--- config.mk ---
export PLATFORM = sky130hd
export DESIGN_NAME = serial_sub_7bit
export DESIGN_NICKNAME = d
export VERILOG_FILES = /design/src/rtl/serial_sub_7bit.sv
export SDC_FILE = /design/constraint.sdc
export NUM_CORES = 1
export LEC_CHECK = 0
export ABC_AREA = 1
export BUFFER_PORTS_ARGS = -buffer_cell sky130_fd_sc_hd__buf_2
export CAP_MARGIN = 0
export CORE_ASPECT_RATIO = 1.4
export CORE_MARGIN = 2
export CORE_UTILIZATION = 30
export DETAILED_ROUTE_END_ITERATION = 7
export MAX_ROUTING_LAYER = met4
export PLACE_DENSITY_LB_ADDON = 0.25
export SLEW_MARGIN = 20
export SYNTH_ARGS = -nofsm -noshare
export SYNTH_HDL_FRONTEND = slang
export SYNTH_SLANG_ARGS = --single-unit
--- constraint.sdc ---
create_clock -name clk -period 1.6 [get_ports clk]
set_clock_uncertainty 0.05 [all_clocks]
set_input_delay 0.32 -clock clk [delete_from_list [all_inputs] [get_ports clk]]
set_output_delay 0.32 -clock clk [all_outputs]
set_load 0.05 [all_outputs]
--- src/rtl/serial_sub_7bit.sv ---
// Bit-serial 7-bit two's-complement subtractor (D = A - B, LSB first) with
// valid/ready handshakes. Optional macro SUB_SAT_EN saturates D on signed overflow.
//
// state | meaning
// IDLE  | waiting for operands, in_ready=1
// RUN   | one bit per clock through the borrow flop, 7 cycles
// DONE  | result held, out_valid=1 until out_ready
module serial_sub_7bit (
  input  logic       clk,
  input  logic       rst_n,
  input  logic       in_valid,
  output logic       in_ready,
  input  logic [6:0] A,
  input  logic [6:0] B,
  output logic       out_valid,
  input  logic       out_ready,
  output logic [6:0] D,
  output logic       Bout,
  output logic       V
);

  localparam logic [1:0] IDLE = 2'd0;
  localparam logic [1:0] RUN  = 2'd1;
  localparam logic [1:0] DONE = 2'd2;

  logic [1:0] state_q, state_d;
  logic [2:0] cnt_q, cnt_d;
  logic       br_q, br_d;
  logic [6:0] a_sh_q, a_sh_d;
  logic [6:0] b_sh_q, b_sh_d;
  logic [6:0] res_q, res_d;
  logic       a6_q, a6_d;
  logic       b6_q, b6_d;
  logic [6:0] d_q, d_d;
  logic       bout_q, bout_d;
  logic       v_q, v_d;

  logic       bit_a, bit_b, bit_d, br_next, v_raw;
  logic [6:0] d_raw;

  always_comb begin
    state_d = state_q;
    cnt_d   = cnt_q;
    br_d    = br_q;
    a_sh_d  = a_sh_q;
    b_sh_d  = b_sh_q;
    res_d   = res_q;
    a6_d    = a6_q;
    b6_d    = b6_q;
    d_d     = d_q;
    bout_d  = bout_q;
    v_d     = v_q;

    bit_a   = a_sh_q[0];
    bit_b   = b_sh_q[0];
    bit_d   = bit_a ^ bit_b ^ br_q;
    br_next = (~bit_a & bit_b) | (~(bit_a ^ bit_b) & br_q);
    d_raw   = {bit_d, res_q[6:1]};
    // Sign bits are kept aside because the operand registers shift them out.
    v_raw   = (a6_q ^ b6_q) & (d_raw[6] ^ a6_q);

    case (state_q)
      IDLE: begin
        if (in_valid) begin
          a_sh_d  = A;
          b_sh_d  = B;
          a6_d    = A[6];
          b6_d    = B[6];
          br_d    = 1'b0;
          cnt_d   = 3'd0;
          state_d = RUN;
        end
      end
      RUN: begin
        res_d  = d_raw;
        a_sh_d = {1'b0, a_sh_q[6:1]};
        b_sh_d = {1'b0, b_sh_q[6:1]};
        br_d   = br_next;
        cnt_d  = cnt_q + 3'd1;
        if (cnt_q == 3'd6) begin
          bout_d = br_next;
          v_d    = v_raw;
`ifdef SUB_SAT_EN
          if (v_raw) d_d = a6_q ? 7'h40 : 7'h3F;
          else       d_d = d_raw;
`else
          d_d    = d_raw;
`endif
          state_d = DONE;
        end
      end
      DONE: begin
        if (out_ready) state_d = IDLE;
      end
      default: state_d = IDLE;
    endcase
  end

  always_ff @(posedge clk or negedge rst_n) begin
    if (!rst_n) begin
      state_q <= IDLE;
      cnt_q   <= 3'd0;
      br_q    <= 1'b0;
      a_sh_q  <= 7'h00;
      b_sh_q  <= 7'h00;
      res_q   <= 7'h00;
      a6_q    <= 1'b0;
      b6_q    <= 1'b0;
      d_q     <= 7'h00;
      bout_q  <= 1'b0;
      v_q     <= 1'b0;
    end else begin
      state_q <= state_d;
      cnt_q   <= cnt_d;
      br_q    <= br_d;
      a_sh_q  <= a_sh_d;
      b_sh_q  <= b_sh_d;
      res_q   <= res_d;
      a6_q    <= a6_d;
      b6_q    <= b6_d;
      d_q     <= d_d;
      bout_q  <= bout_d;
      v_q     <= v_d;
    end
  end

  assign in_ready  = (state_q == IDLE);
  assign out_valid = (state_q == DONE);
  assign D         = d_q;
  assign Bout      = bout_q;
  assign V         = v_q;

endmodule

* After elaboration in Yosys (flattened, before gate mapping)
Cells that the tools add are included.
** Cells by class
- Add/sub/neg operators :: 1
- Eq/ne operators :: 6
- Multiplexer cells :: 12
- Bitwise operators :: 10
- Reductions and logical operators :: 6
** Operator list (number)
- 7-bit one-hot mux with 2 select lines :: 2
- 7-bit 2-to-1 mux :: 2
- 2-bit 2-to-1 mux :: 3
- 2-bit one-hot mux with 3 select lines :: 1
- 3-bit one-hot mux with 2 select lines :: 1
- 2-bit AND reduction :: 3
- 2-bit inequality test (second input constant) :: 2
- 1-bit bitwise XOR :: 4
- 3-bit by 1-bit adder with 3-bit output (second input constant) :: 1
- 1-bit bitwise AND :: 3
- 3-bit == test (second input constant) :: 1
- 3-bit 2-to-1 mux :: 1
- 3-bit AND reduction :: 1
- 2-bit by 1-bit == test with 1-bit output (second input constant) :: 1
- 2-bit == test (second input constant) :: 1
- 2-bit logical NOT :: 1
- 2-bit by 1-bit inequality test with 1-bit output (second input constant) :: 1
- 1-bit inverter :: 2
- 1-bit one-hot mux with 2 select lines :: 1
- 2-bit nonzero test :: 1
- 1-bit 2-to-1 mux :: 1
- 1-bit bitwise OR :: 1
** Word-level totals
- Flip-flop bits (word level) :: 38
- Input bits :: 18
- Output and inout port bits :: 11
- Logic and storage cells :: 46

* Depth between registers and ports, before layout
Gate-level depths: netlist (run 1).
- Depth in word-level cells :: 5
- Gate-level depth with buffers :: 8
- Depth with buffers taken out :: 7

* Least setup slack after synthesis (run 1)
Ideal clock, no wire load.
- Path kind :: register to register
- From :: reg state_q[0]
- To :: reg a6_q
- Setup time :: 0.127 ns
- Arrival :: 1.607 ns
- Data required time :: 1.423 ns
- Path slack :: -0.184 ns
- Stages on the path, launching flop included :: 6
- Path buffers :: 1
- Period minus slack after synthesis :: 1.784 ns
- Path through :: dfrtp_1 buf_6 nor2_1 nand2_1 nand2_1 o21ai_0
** Between the ends
- Word-level cells in the longest chain between the ends :: 2
** Ends and longest elaborated chain
- start: declaration :: line 26 : logic [1:0] state_q, state_d;
- start signal: assignment :: line 113 : state_q <= state_d;
- 2-bit logical NOT
- net in_ready :: line 12 : output logic in_ready,
- 2-bit AND reduction (no line)
- end signal: assignment :: line 107 : a6_q <= 1'b0;
- end signal: assignment :: line 119 : a6_q <= a6_d;
- end: declaration :: line 32 : logic a6_q, a6_d;
The timed path passes the listed nets, and every way through them passes these cells.
A chain may end at the register's enable or synchronous reset.

* Final worst setup path (run 1)
- From :: reg state_q[0]
- To :: out out_valid
** Between the ends
- Word-level cells in the longest chain between the ends :: 1
** Ends and longest elaborated chain
- 2-bit == test :: line 128 : assign out_valid = (state_q == DONE);
- end: declaration :: line 15 : output logic out_valid,
Every way passes these cells.

==> impl_results.md, run 1 <==
- Status: complete, no violations
- Synth top area cells: dfrtp_1, nand2_1, nand3_1
- Max cap viols: 0
- Worst r2r src: a_sh_q[0]
- Vias in the first global route: 1330
- Maximum clock rate: 650.5 MHz
- Critical-path cell list: buf_4 > nor2_4 > buf_6
- VDD IR max: 0.9628 mV
- Mean Syn Cell Area: 8.524 µm²
- ANT cells: 0
- Vias/cell: 4.427
- Area grow syn2layout: 20.68%
- ANT nets after route: 0
- Root buffer cell: clkbuf_8
- IO Pins: 29
- # nets final: 259
- Via count: 1359
- # fillers: 611
- Post-route DRC: 0
- Final design utilization: 37.79%
- GPL Wtd Cong: 0.7001
- Number of CTS-inserted buffers: 5
- Synth top area share: 53.51%
- Yosys warnings: 0
- Reg area: 927.1 µm²
- Drt pass-1 iters: 4
- Final period utilization: 96.08%
- Buffer and inverter count on the worst path: 2
- Net count after synthesis: 224
- Dpl cells: 298
- Total wire length: 3472 µm
- Global-route wire length before repair: 6078 µm
- RSZ-0062 raised after global routing: false
- Critical path's largest stage delay: 430 ps
- Area of the multi-input gates: 666.9 µm²
- Die X: 68.19 µm
- CTS clk-pin slew, worst paths: 70 ps
- Worst min path class: in2async
- Reg-to-Reg End: V
- GRT Total Usage: 13.12%
- Crit Path Class: reg2out
- Seq cells post-synth: 37
- Slew margin rel.: 68.61%
- Die area: 6400 µm²
- Setup TNS Final: 0 ps
- Worst reg-to-reg path cell count: 6
- Crit path capture type: primary output
- Crit path max-delay family: flip-flops
- Core Area: 5525 µm²
- Slowest cell on crit path: dfrtp_2
- Final min period: 1537 ps
- Drt wl/cell: 11.31 µm
- Largest area contributor in the netlist: dfrtp_1
- Post-DP HPWL: 2426 µm
- Initial antenna violation count: 0
- Initial DRC count: 80
- TritonCTS Sinks: 37
- Yosys cell types: 19
- CTS Buffer Depth: 2
- Post-Layout Cell Count: 307
- Crit path DAT: 1170 ps
- Total congestion overflow: 0
- TritonCTS clock tree: done
- Tot Pwr: 4443 µW
- CP Max Fanout: 7
- # hold bufs at CTS: 0
- Row count: 32
- Cells after synthesis: 203
- CP required: 1230 ps
- Initial Utilization: 31.32%
- R2r setup slk: 150 ps
- Max Slew Vio Count: 0
- Dpl cell area: 1952 µm²
- Pin count of the biggest net entering global routing: 38
- Post-route cell area: 2088 µm²
- Ratio of cells with drive above 1 in the final layout: 25.52%
- Mapped cell area: 1730 µm²
- H-Tree Depth: 2
- Sequential area share after synthesis: 53.51%
- Clk_lat worst skew: 290 ps
- PwrDens: 2128 nW/µm²
- Chip height: 93.86 µm
- Pleak: 0.001123 µW
- Final setup fails: 0
- CP Launch Type: flip-flop
- PortBufs: 28
- Slew @ Worst Pin: 470.9 ps
- Fin. Hold Viols: 0
[cells in the mapped netlist]
library cell / instances
buf_2: 2
buf_6: 6
clkbuf_1: 1
dfrtp_1: 37
fa_1: 1
ha_1: 2
inv_1: 15
inv_2: 1
inv_4: 1
nand2_1: 92
nand2_2: 2
nand3_1: 14
nor2_1: 3
nor2_2: 2
o21ai_0: 14
o21ai_1: 1
o21ai_2: 7
o21ai_4: 1
o31ai_1: 1
[where the power goes]
part           switching (µW)  leakage, µW  internal [µW]
Sequential                227     0.000471           1340
Clock                     326    0.0000585            508
Combinational            1360     0.000593            679
Total                    1910      0.00112           2530
[cells in the final DEF, fill, tap and decap left out, types with 2 or more instances in the layout]
| cell type | n |
|---|---|
| nand3_1 | 14 |
| nand2_1 | 92 |
| buf_2 | 27 |
| nand2_2 | 2 |
| dfrtp_1 | 36 |
| buf_4 | 8 |
| inv_1 | 15 |
| ha_1 | 2 |
| o21ai_0 | 14 |
| clkbuf_8 | 6 |
| o21ai_2 | 7 |
| nor2_2 | 3 |
[worst register-to-register path, cell delays in order, from the launching register on]
cell and delay [ps]:
dfrtp_1 400, fa_1 580, inv_1 90, nand3_1 80, nand2_1 50, nand2_1 50, nand2_1 40
[per-layer routing]
metal / vias up / part of all wire, % / GRT usage, % / wire (µm)
met5: - / 0 / - / 0
met4: 0 / 2.0 / 5.500 / 68
li1: 700 / - / - / -
met3: 5 / 5.9 / 3.597 / 205
met2: 37 / 46 / 20.55 / 1599
met1: 617 / 46 / 15.67 / 1599
[flip-flops by register name (all words and copies together), names as in the netlist]
name and flops:
b6_q 1, b_sh_q 7, state_q 2, V 1, res_q 6, cnt_q 3
Bout 1, a6_q 1, br_q 1, a_sh_q 7, D 7
[per-stage QoR]
step           setup slack, ps  hold WS (ps)
6_report                 62.74         20.31
5_1_grt                  13.62         54.62
4_1_cts                  33.38         30.17
3_5_place_dp             144.7         352.0
3_3_place_gp             156.1         356.0
2_1_floorplan            106.4        -25.59
[cell families (layout without fill, tap and decap cells)]
kind of cell	Yosys count	in the layout	share of synthesized area, %
buffers and inverters	26	62	8.532
adder cells (fa/ha/maj)	3	3	2.603
AO/OA/AOI/OAI	24	24	9.256
AND/OR/NAND/NOR	113	113	26.10
flip-flops	37	37	53.51
[worst max-delay path by stage]
stage	startpoint	endpoint	slack, ps	cells after the start
2_1_floorplan	state_q[0]	a6_q	110	5
3_3_place_gp	a_sh_q[0]	V	160	6
3_5_place_dp	a_sh_q[0]	V	140	6
4_1_cts	state_q[0]	out_valid	30	3
5_1_grt	state_q[0]	out_valid	10	3
6_report	state_q[0]	out_valid	60	3
[final cells by class]
cell class	instances	area share, %
inverter	17	3.176
timing repair buffer	37	10.84
sequential	37	44.40
multi-input combinational	140	31.94
clock buffer	7	4.134
tap	68	4.074
clock inverter	1	1.438
[what timing repair did]
action | 4_1_cts | 5_1_grt
pin swaps | 0 | 0
gates resized for setup | 3 | 1
buffers inserted | 1 | 0
endpoints found under the setup margin | 1 | 1
Note: power is estimated with default switching activity, not from simulation.
==> run 2, diff against run 1 <==
CORE_UTILIZATION = 55   (was 30)
CTS_CLUSTER_SIZE = 14   (was default)
==> run 2 against run 1 <==
Effect of this change: sequential share of layout area increased by 2.5 points; sequential cell count unchanged; power decreased by 6.9%; clock power decreased by 28%; register-to-register slack improved by 30 ps; clock-buffer cell count decreased by 2; via count decreased by 1.2%; combinational power decreased by 5%.
==> impl_results.md, run 2 (synthesis results as in run 1) <==
- Status: complete, no violations (unchanged)
- Die X: 51.41 µm (was 68.19 µm)
- Post-DP HPWL: 2269 µm (was 2426 µm)
- Drt wl/cell: 11.87 µm (was 11.31 µm)
- Seq pwr share: 38.5% (was 35.4%)
- CTS Buffer Depth: 2 (unchanged)
- Slew margin rel.: 69.14% (was 68.61%)
- Final design utilization: 64.50% (was 37.79%)
- CTS clk-pin slew, worst paths: 70 ps (about the same)
- Worst r2r src: a_sh_q[0] (unchanged)
- Number of CTS-inserted buffers: 5 (unchanged)
- Via count: 1343 (was 1359)
- Total wire length: 3252 µm (was 3472 µm)
- Crit path capture type: primary output (unchanged)
- Post-CTS Setup Inserts: 0 (was 1)
- CP Max Fanout: 6 (was 7)
- Crit path DAT: 1190 ps (was 1170 ps)
- PortBufs: 28 (unchanged)
- # fillers: 288 (was 611)
- ANT cells: 0 (unchanged)
- Row count: 24 (was 32)
- Worst min path class: in2async (unchanged)
- RSZ-0062 raised after global routing: false (unchanged)
- GRT Total Usage: 21.35% (was 13.12%)
- ANT nets after route: 0 (unchanged)
- Fin. Hold Viols: 0 (unchanged)
- Min Hold Slack: 11.12 ps (was 20.31 ps)
- Pleak: 0.001091 µW (was 0.001123 µW)
- Dpl cell area: 1896 µm² (was 1952 µm²)
- # nets final: 257 (was 259)
- Reg-to-Reg End: V (unchanged)
- Clk pwr share: 14.5% (was 18.8%)
- Total congestion overflow: 0 (unchanged)
- Drt pass-1 iters: 4 (unchanged)
- Final WS setup: 41.05 ps (was 62.74 ps)
- Post-route DRC: 0 (unchanged)
- Setup TNS Final: 0 ps (unchanged)
- TritonCTS clock tree: done (unchanged)
- Die area: 3617 µm² (was 6400 µm²)
- Initial antenna violation count: 0 (unchanged)
- IO Pins: 29 (unchanged)
- Max Slew Vio Count: 0 (unchanged)
- Maximum clock rate: 641.5 MHz (was 650.5 MHz)
- Final setup fails: 0 (unchanged)
- Vias in the first global route: 1309 (was 1330)
- Chip height: 70.37 µm (was 93.86 µm)
- H-Tree Depth: 2 (unchanged)
- Final period utilization: 97.43% (was 96.08%)
- Pre-CTS WS: 172.0 ps (was 144.7 ps)
- Comb pwr share: 47.0% (was 45.9%)
- Global-route wire length before repair: 5630 µm (was 6078 µm)
- Crit Path Class: reg2out (unchanged)
- Slew @ Worst Pin: 462.9 ps (was 470.9 ps)
- Worst reg-to-reg path cell count: 6 (unchanged)
- Commonest cells after routing, fill and taps aside: nand2_1, dfrtp_1, buf_2, inv_1 (unchanged)
- Clk_lat worst skew: 290 ps (about the same)
- TritonCTS Sinks: 37 (unchanged)
- CP Launch Type: flip-flop (unchanged)
- P_int: 2249 µW (was 2531 µW)
- Max cap viols: 0 (unchanged)
- Post-route cell area: 1976 µm² (was 2088 µm²)
- Final min period: 1559 ps (was 1537 ps)
- Core Area: 3063 µm² (was 5525 µm²)
- Ratio of cells with drive above 1 in the final layout: 24.68% (was 25.52%)
- Switching share of power: 45.65% (was 43.03%)
- CP required: 1230 ps (about the same)
- PwrDens: 2094 nW/µm² (was 2128 nW/µm²)
- Vias/cell: 4.901 (was 4.427)
- Initial DRC count: 35 (was 80)
- Pin count of the biggest net entering global routing: 38 (unchanged)
- Commonest non-fill, non-tap cell in the layout: nand2_1 (unchanged)
- R2r setup slk: 180 ps (was 150 ps)
- GPL Wtd Cong: 0.7770 (was 0.7001)
- Initial Utilization: 56.50% (was 31.32%)
- Area grow syn2layout: 14.17% (was 20.68%)
- VDD IR max: 1.196 mV (was 0.9628 mV)
- Root buffer cell: clkbuf_8 (unchanged)
- Switching pwr: 1889 µW (was 1912 µW)
## run 2: power groups by stage
| stage | Combinational, µW | Clock (µW) | Sequential, µW |
|---|---|---|---|
| floorplan | 1280 | 0 | 1880 |
| global placement | 1910 | 0 | 1590 |
| detailed placement | 1960 | 0 | 1600 |
| CTS | 1970 | 611 | 1590 |
| global route | 2200 | 637 | 1650 |
| finish | 1940 | 600 | 1590 |
## run 2: area by class of cell
cell class | count | area (µm²) | share of cell area, %
tap | 39 | 48.80 | 2.470
sequential | 37 | 927.1 | 46.93
clock inverter | 1 | 5.005 | 0.2533
timing repair buffer | 35 | 195.2 | 9.880
inverter | 17 | 68.82 | 3.483
clock buffer | 5 | 68.82 | 3.483
multi-input combinational | 140 | 661.9 | 33.50
## run 2: per-stage QoR
step                      power [µW]  instances
final                           4138        274
after floorplan                 3158        203
after detailed placement        3560        268
after global routing            4484        274
after CTS                       4172        274
after global placement          3505        268
## run 2: worst max-delay path, cell delays in order, from the launching register on
cell and delay [ps]:
dfrtp_1 470, nor2_2 150, buf_2 270
## run 2: routing by layer
| metal | vias up | track usage [%] | part of all wire (%) |
|---|---|---|---|
| met5 | - | - | 0 |
| met4 | 0 | 7.895 | 1.7 |
| met3 | 7 | 5.128 | 4.4 |
| met2 | 32 | 34.90 | 49 |
| met1 | 616 | 25.22 | 45 |
| li1 | 688 | - | - |
## run 2: what timing repair did
item / 4_1_cts / 5_1_grt
endpoints found under the setup margin: 1 / 1
hold buffers: 0 / 0
gates resized for setup: 2 / 1
cloned: 0 / 0
## run 2: worst max-delay path by stage
stage / depth (start not counted) / start / endpoint / slack [ps]
after floorplan: 5 / state_q[0] / a6_q / 110
after global placement: 6 / a_sh_q[0] / V / 200
after detailed placement: 6 / a_sh_q[0] / V / 170
after CTS: 2 / state_q[0] / in_ready / 40
after global routing: 2 / state_q[0] / in_ready / 0.1
final: 2 / state_q[0] / in_ready / 40
==> run 3, diff against run 2 <==
CORE_UTILIZATION = 59   (was 55)
PLACE_DENSITY = 0.83   (was default)
PLACE_DENSITY_LB_ADDON = default   (was 0.25)
clock period = 1.9 ns   (was 1.6 ns; I/O delays follow)
==> run 3 against run 2 <==
Effect of this change: global-route usage up 1.6 points; worst hold slack better by 59 ps; largest power group unchanged; first-iteration DRC count up 20%; non-clock buffer count down 2; die area down 6.3%; via count up 1.3%; critical path depth unchanged; highest routed layer unchanged; worst setup slack better by 120 ps; power down 16%; cell count down 0.73%; critical endpoint unchanged.
==> impl_results.md, run 3 (synthesis results as in run 1) <==
- Pleak: 0.001086 µW (was 0.001091 µW)
- CP Max Fanout: 13 (was 6)
- Die X: 49.77 µm (was 51.41 µm)
- Post-DP HPWL: 2265 µm (was 2269 µm)
- Total congestion overflow: 0 (unchanged)
- # fillers: 241 (was 288)
- Crit path capture type: primary output (unchanged)
- Core Area: 2820 µm² (was 3063 µm²)
- # hold bufs at CTS: 0 (unchanged)
- CTS Buffer Depth: 2 (unchanged)
- Initial antenna violation count: 0 (unchanged)
- Final period utilization: 91.37%
- CTS clk-pin slew, worst paths: 70 ps (about the same)
- Crit Path Class: reg2out (unchanged)
- Via count: 1361 (was 1343)
- Global-route wire length before repair: 5540 µm (was 5630 µm)
- Vias in the first global route: 1324 (was 1309)
- Pin count of the biggest net entering global routing: 38 (unchanged)
- Worst min path class: in2async (unchanged)
- Clk_lat worst skew: 290 ps (about the same)
- Initial DRC count: 42 (was 35)
- Fin. Hold Viols: 0 (unchanged)
- Min Hold Slack: 70.27 ps (was 11.12 ps)
- Slowest cell on crit path: dfrtp_1 (unchanged)
- Drt pass-1 iters: 4 (unchanged)
- Status: complete, no violations (unchanged)
- GPL Wtd Cong: 0.7740 (was 0.7770)
- Max cap viols: 0 (unchanged)
- TritonCTS clock tree: done (unchanged)
- Ratio of cells with drive above 1 in the final layout: 23.40% (was 24.68%)
- Drt wl/cell: 11.67 µm (was 11.87 µm)
- Commonest non-fill, non-tap cell in the layout: nand2_1 (unchanged)
- PwrDens: 1768 nW/µm² (was 2094 nW/µm²)
- GRT Total Usage: 22.96% (was 21.35%)
- ANT cells: 0 (unchanged)
- PortBufs: 28 (unchanged)
- Root buffer cell: clkbuf_8 (unchanged)
- Maximum clock rate: 576.0 MHz
- Chip height: 68.08 µm (was 70.37 µm)
- Crit path DAT: 1310 ps (was 1190 ps)
- CP required: 1470 ps (was 1230 ps)
- RSZ-0062 raised after global routing: false (unchanged)
- Initial Utilization: 61.36% (was 56.50%)
- Vias/cell: 5.004 (was 4.901)
- Post-CTS Setup Inserts: 0 (unchanged)
- Max Slew Vio Count: 0 (unchanged)
- Slew @ Worst Pin: 464.3 ps (was 462.9 ps)
- Post-CTS resize count: 0 (was 2)
- # nets final: 255 (was 257)
- IO Pins: 29 (unchanged)
- Post-route DRC: 0 (unchanged)
- CP Launch Type: flip-flop (unchanged)
- Commonest cells after routing, fill and taps aside: nand2_1, dfrtp_1, buf_2, inv_1 (unchanged)
- Slew margin rel.: 69.05% (was 69.14%)
- Area grow syn2layout: 13.23% (was 14.17%)
- Setup TNS Final: 0 ps (unchanged)
- Die area: 3388 µm² (was 3617 µm²)
- Row count: 23 (was 24)
- TritonCTS Sinks: 37 (unchanged)
- Final setup fails: 0 (unchanged)
- Critical-path cell list: nor2_1 > buf_2 (was nor2_2 > buf_2)
- ANT nets after route: 0 (unchanged)
- Number of CTS-inserted buffers: 5 (unchanged)
- Total wire length: 3175 µm (was 3252 µm)
- Critical path's largest stage delay: 550 ps (was 470 ps)
- Final min period: 1736 ps
- H-Tree Depth: 2 (unchanged)
- VDD IR max: 1.064 mV (was 1.196 mV)
==> run 3: cell types whose count changed in the layout (fill, tap and decap cells not counted), sizes merged <==
cell / change
buf: -2
clkinv: +1
clkinvlp: +1
==> run 3: path summary, 6_finish.rpt <==
path / start / end / slack, ps / cells past startpoint
setup / recovery: state_q[0] / in_ready / 160 / 2
max in group asynchronous: rst_n / res_q[1] / 1400 / 2
hold reg to reg: D[0] / D[0] / 430 / 2
setup reg to reg: state_q[0] / Bout / 400 / 5
hold / removal: rst_n / D[2] / 70 / 2
min in group clk: out_ready / state_q[1] / 230 / 2
==> run 3: worst max-delay path, delay by kind of cell (launching register included) <==
kind / cells / cell delay [ps]
flip-flops: 1 / 550
buffers and inverters: 1 / 280
AND/OR/NAND/NOR: 1 / 190
==> run 3: per-stage QoR <==
step / instances / setup slack [ps] / utilization [%] / area (µm²) / total power [µW]
floorplan: 203 / 116.4 / - / 1730 / 2652
global placement: 264 / 470.5 / 66.42 / 1873 / 2910
detailed placement: 264 / 424.2 / 66.42 / 1873 / 2961
CTS: 272 / 164.1 / 69.48 / 1959 / 3502
global route: 272 / 114.1 / 69.48 / 1959 / 3774
finish: 272 / 163.9 / 69.48 / 1959 / 3463
==> run 3: cell type report <==
class	count	area, µm²	share of cell area (%)
well taps	37	46.29	2.363
inverters	17	66.31	3.384
flip-flops and latches	37	925.9	47.25
clock inverters	3	17.52	0.8940
clock buffers	5	68.82	3.512
multi-input cells	140	656.9	33.52
repair buffers	33	177.7	9.068
==> run 3: where the power goes <==
group / leakage, µW / internal, µW / switching (µW)
registers: 0.000472 / 1130 / 233
clock network: 0.0000439 / 253 / 276
logic: 0.000570 / 494 / 1080
total: 0.00109 / 1880 / 1590
==> run 3: layer usage <==
layer  track usage [%]  vias to the layer above  routed length [µm]
met3             5.022                        7                 114
met4             12.50                        0                  72
met1             24.56                      637                1300
li1                  -                      690                   -
met2             39.83                       27                1688
met5                 -                        -                   0
